### src/rtl/sdp_rd_port.sv
// -----------------------------------------------------------------------------
// sdp_rd_port
//
// Read port for a simple dual-port RAM with one clock of read latency.
// Accepts read addresses on a valid/ready stream, issues them to the memory,
// captures the returned word one clock later into a 2-entry in-order skid
// FIFO, and presents it on a valid/ready read-data stream. Flow control
// guarantees that every word already requested from the memory has a free FIFO
// slot waiting for it, so no returned word can ever be dropped.
//
// Build option:
//   SDP_RD_PORT_FAST_READY_EN
//     undefined : addr_if_ready comes from registers only
//                 (sustained 2 words per 3 clocks).
//     defined   : addr_if_ready also counts a pop in the same cycle, which
//                 makes it combinational on data_if_ready
//                 (sustained 1 word per clock).
//
// Ports (stream bundles flattened as <bundle>_valid/_ready/_data):
//   clk            in   1       clock, all state on the rising edge
//   rst            in   1       asynchronous reset, active low
//   addr_if_valid  in   1       read-address stream valid     (consumer side)
//   addr_if_ready  out  1       read-address stream ready
//   addr_if_data   in   W_ADDR  read address
//   data_if_valid  out  1       read-data stream valid        (producer side)
//   data_if_ready  in   1       read-data stream ready
//   data_if_data   out  W_DATA  read data, FIFO head
//   en_o           out  1       memory read enable
//   addr_o         out  W_ADDR  memory read address
//   data_i         in   W_DATA  memory read data, valid one clock after en_o
// -----------------------------------------------------------------------------
module sdp_rd_port #(
   parameter int unsigned W_DATA = 16,
   parameter int unsigned W_ADDR = 16
) (
   input  logic              clk,
   input  logic              rst,
   input  logic              addr_if_valid,
   output logic              addr_if_ready,
   input  logic [W_ADDR-1:0] addr_if_data,
   output logic              data_if_valid,
   input  logic              data_if_ready,
   output logic [W_DATA-1:0] data_if_data,
   output logic              en_o,
   output logic [W_ADDR-1:0] addr_o,
   input  logic [W_DATA-1:0] data_i
);

   logic              pend;        // a read was issued last clock; data_i is live now
   logic [1:0]        cnt;         // FIFO occupancy, 0..2
   logic              wr_ptr;
   logic              rd_ptr;
   logic [W_DATA-1:0] fifo_mem [2];

   logic              push;
   logic              pop;
   logic [2:0]        occ;         // words in flight plus words stored

   assign push = pend;
   assign pop  = data_if_valid & data_if_ready;
   assign occ  = 3'(cnt) + 3'(pend);

   // Ready is gated with rst so that nothing is accepted while reset is held,
   // independent of the register values.
`ifdef SDP_RD_PORT_FAST_READY_EN
   // A pop this clock frees a slot in time for a word issued this clock
   // (it lands two clocks later), so it may be counted as free already.
   assign addr_if_ready = rst & ((occ - 3'(pop)) < 3'd2);
`else
   assign addr_if_ready = rst & (occ < 3'd2);
`endif

   assign en_o   = addr_if_valid & addr_if_ready;
   assign addr_o = addr_if_data;

   assign data_if_valid = (cnt != 2'd0);
   assign data_if_data  = fifo_mem[rd_ptr];

   // Pending-read flag: the memory returns data exactly one clock after en_o.
   // Being cleared by reset also makes the first post-reset data_i be ignored.
   always_ff @(posedge clk or negedge rst) begin
      if (!rst) begin
         pend <= 1'b0;
      end else begin
         pend <= en_o;
      end
   end

   // FIFO control. Occupancy accounting above guarantees push never hits a
   // full FIFO, so no overflow guard is needed here.
   always_ff @(posedge clk or negedge rst) begin
      if (!rst) begin
         cnt    <= '0;
         wr_ptr <= 1'b0;
         rd_ptr <= 1'b0;
      end else begin
         if (push) begin
            wr_ptr <= ~wr_ptr;
         end
         if (pop) begin
            rd_ptr <= ~rd_ptr;
         end
         case ({push, pop})
            2'b10:   cnt <= cnt + 2'd1;
            2'b01:   cnt <= cnt - 2'd1;
            default: cnt <= cnt;
         endcase
      end
   end

   // Storage is not reset; the pointers and count define what is valid.
   always_ff @(posedge clk) begin
      if (push) begin
         fifo_mem[wr_ptr] <= data_i;
      end
   end

endmodule

### config.mk
export PLATFORM = sky130hd
export DESIGN_NAME = sdp_rd_port
export DESIGN_NICKNAME = d
export VERILOG_FILES = /design/src/rtl/sdp_rd_port.sv
export SDC_FILE = /design/constraint.sdc
export NUM_CORES = 1
export LEC_CHECK = 0
export BUFFER_PORTS_ARGS = -buffer_cell sky130_fd_sc_hd__buf_4
export CORE_AREA = 2 2 89 57
export CTS_BUF_LIST = sky130_fd_sc_hd__clkbuf_16
export CTS_CLUSTER_DIAMETER = 30
export CTS_CLUSTER_SIZE = 20
export DETAILED_ROUTE_END_ITERATION = 16
export DIE_AREA = 0 0 91 59
export HOLD_SLACK_MARGIN = 0.05
export PLACE_DENSITY = 0.59
export SYNTH_ARGS = -nofsm -noshare
export SYNTH_HDL_FRONTEND = slang
export SYNTH_SLANG_ARGS = --single-unit
### constraint.sdc
create_clock -name clk -period 2.9 [get_ports clk]
set_input_delay 0.29 -clock clk [delete_from_list [all_inputs] [get_ports clk]]
set_output_delay 0.29 -clock clk [all_outputs]
set_load 0.1 [all_outputs]
==> metrics.txt <==
Crit path top cell by count buf_4; Critical path origin rst; # nets final 151; mapped cell area 1520 µm²; initial core utilization 34.0%; crit end category primary output; TritonCTS clock tree built; Clock Latency Late Sink 270 ps; share of layout cells above drive strength 1 56.5%; Reg clk slew, reported paths 50 ps; remaining global-route overflow 0; Die X 91 µm; CTS sink count 37; post-synth top area share 63.3%; Clock power frac 21.4%; Total GRT Usage 10.0%; P_sw 1.07 mW; worst slew pin tran 917 ps; worst path arrival time 1760 ps; crit-path leading delay family buffers and inverters; sw frac 46.1%; RR Startpoint pend; synth top area cells edfxtp_1 63%, mux2_2 12%, dfrtp_1 8.2%; adder-cell share of the synthesized area 0.824%; crit start category input pin; final hold viol count 0; Power Dens Cells 1220 nW/µm²; CP max FO 6; total number of yosys warnings 0; crit-path max cell delay 530 ps; area grow syn2layout 25.4%; Pre-Repair DR Iteration Count 2; DP HPWL 1620 µm; fmax 487 MHz; commonest non-fill, non-tap cells in the layout 38 x buf_4, 32 x edfxtp_1, 16 x mux2_2; post-synthesis mux area share 11.9%; Synth Area in Simple Gates 2.47%; maximum vdd drop 0.551 mV; internal power 1.25 mW; CTS resizes 0; Core Area 4470 µm²; I/O pins 71; final worst path period share 70.8%; worst hold-check path type input pin to flip-flop; main combinational cell family by area after synthesis multiplexers; critical path class input pin to primary output; CP max stage cell dlygate4sd3_1; leading area contributor after synthesis edfxtp_1; crit path buf inv count 4; pin count of the biggest net entering global routing 18; # placed instances 169; number of H-tree levels 2; Worst Skew 2.20 ps; Lkg Pwr 0.729 nW; clk buf depth 2; synthesized net count 123; GPL Wtd Cong 0.608; vias in the first global route 806; endpoint required time on the critical path 2610 ps; total CTS buffers 5; Rows 19; final WL 2480 µm; most common cell after layout, fill and taps aside buf_4; Root Buffer clkbuf_16; number of routed nets with antenna violations 0; final setup TNS 0 ps; syn_area_per_cell 17.6 µm²; Die ar. 5370 µm²; Synth Area in XOR/XNOR 2.89%; Die Ht 59 µm; #FFs+latches synth 37; logic gate share of total power 45.9%; Final min period 2050 ps; Non-Filler Instances 178; Cell variety after synth 14; drt wl/cell 13.9 µm; DRC Markers 0; compound-cell area share of the yosys netlist 0.495%; RSZ-0062 raised after global routing false; Final setup viols 0; DR vias 756; final slew viol count 0; critical path, cell by cell dlygate4sd3_1, buf_4, inv_1, a211oi_4, and2_1, buf_4; drt via density 4.25; outcome finished clean; number of I/O port buffers 38; sequential share of the synthesized area 71.6%; initial antenna violation count 0; Mapped Cells 86; # fillers 427; number of DRC markers in iteration 0 24; Slew headroom 38.8%; hold path start data_i[9]; # diodes 0; first-pass GRT wire length 3880 µm; MaxCap Viol Count 0; Seq pwr share 32.7%
[power groups by stage]
| stage | Combinational [mW] | Clock, mW | Sequential [mW] |
|---|---|---|---|
| after floorplan | 1.05 | 0 | 0.711 |
| after global placement | 1.06 | 0 | 0.762 |
| after detailed placement | 1.07 | 0 | 0.771 |
| after CTS | 1.07 | 0.511 | 0.760 |
| after global routing | 1.10 | 0.538 | 0.772 |
| final | 1.06 | 0.497 | 0.757 |
[registers in the layout, indices dropped and copies added (netlist names)]
register and cells:
cnt 2, wr_ptr 1, fifo_mem 32, pend 1, rd_ptr 1
[final timing paths]
check	to	slack, ps	cells past startpoint
worst max-delay path	en_o	850	6
worst min-delay path	fifo_mem[0][9]	200	1
worst max register to register	fifo_mem[0][5]	1270	2
worst min register to register	wr_ptr	500	1
max in group asynchronous	rd_ptr	2420	2
min in group asynchronous	cnt[1]	370	2
[worst reg2reg max path: cells and delay by family, from the launching register on]
| family | cells | cell delay, ps |
|---|---|---|
| simple gates | 1 | 730 |
| buf+inv | 1 | 100 |
| flops | 1 | 430 |
[metrics by stage]
step	utilization, %	power [mW]	worst slack [ps]	cell area (µm²)	hold WS (ps)
floorplan	-	1.76	375	1530	-5.59
global placement	39.2	1.82	1140	1750	95.4
detailed placement	39.2	1.84	1110	1750	98.6
CTS	42.6	2.34	818	1900	195
global route	42.6	2.41	740	1900	190
finish	42.6	2.32	848	1900	197
[area by class of cell]
cell class	count	area, µm²	share of cell area, %
Inverter	2	7.51	0.394
Tap cell	63	78.8	4.14
Sequential cell	37	1090	57.1
Clock buffer	5	125	6.57
Clock inverter	3	13.8	0.723
Multi-Input combinational cell	29	297	15.6
Timing Repair Buffer	39	295	15.5
[per-layer routing]
| metal | share of wire [%] | vias to the layer above | wire length [µm] | track usage (%) |
|---|---|---|---|---|
| met5 | 0 | - | 0 | 0 |
| met4 | 2.9 | 0 | 73 | 6.93 |
| met3 | 8.6 | 16 | 212 | 4.45 |
| met2 | 47 | 35 | 1180 | 16.4 |
| met1 | 41 | 357 | 1010 | 10.7 |
| li1 | - | 348 | - | - |
[repair_timing]
item	in CTS	in global routing
setup buffers	0	0
hold endpoints to repair	5	0
hold buffers	1	0
[synthesized netlist by cell type]
cell	count
xor2_1	3
mux2_2	16
xnor2_1	2
buf_4	16
and2_4	1
edfxtp_1	32
a211oi_1	1
or2_4	1
nor2_1	2
inv_1	2
ha_1	1
dfrtp_1	5
and2_1	2
buf_6	2
[cell families after synthesis]
kind of cell | Yosys count
AOI/OAI and AO/OA | 1
muxes | 16
buffers and inverters | 20
and+or+nand+nor | 6
adders and majority gates | 1
DFF | 37
xor gates and xnor gates | 5
(Power assumes the default switching activity.)
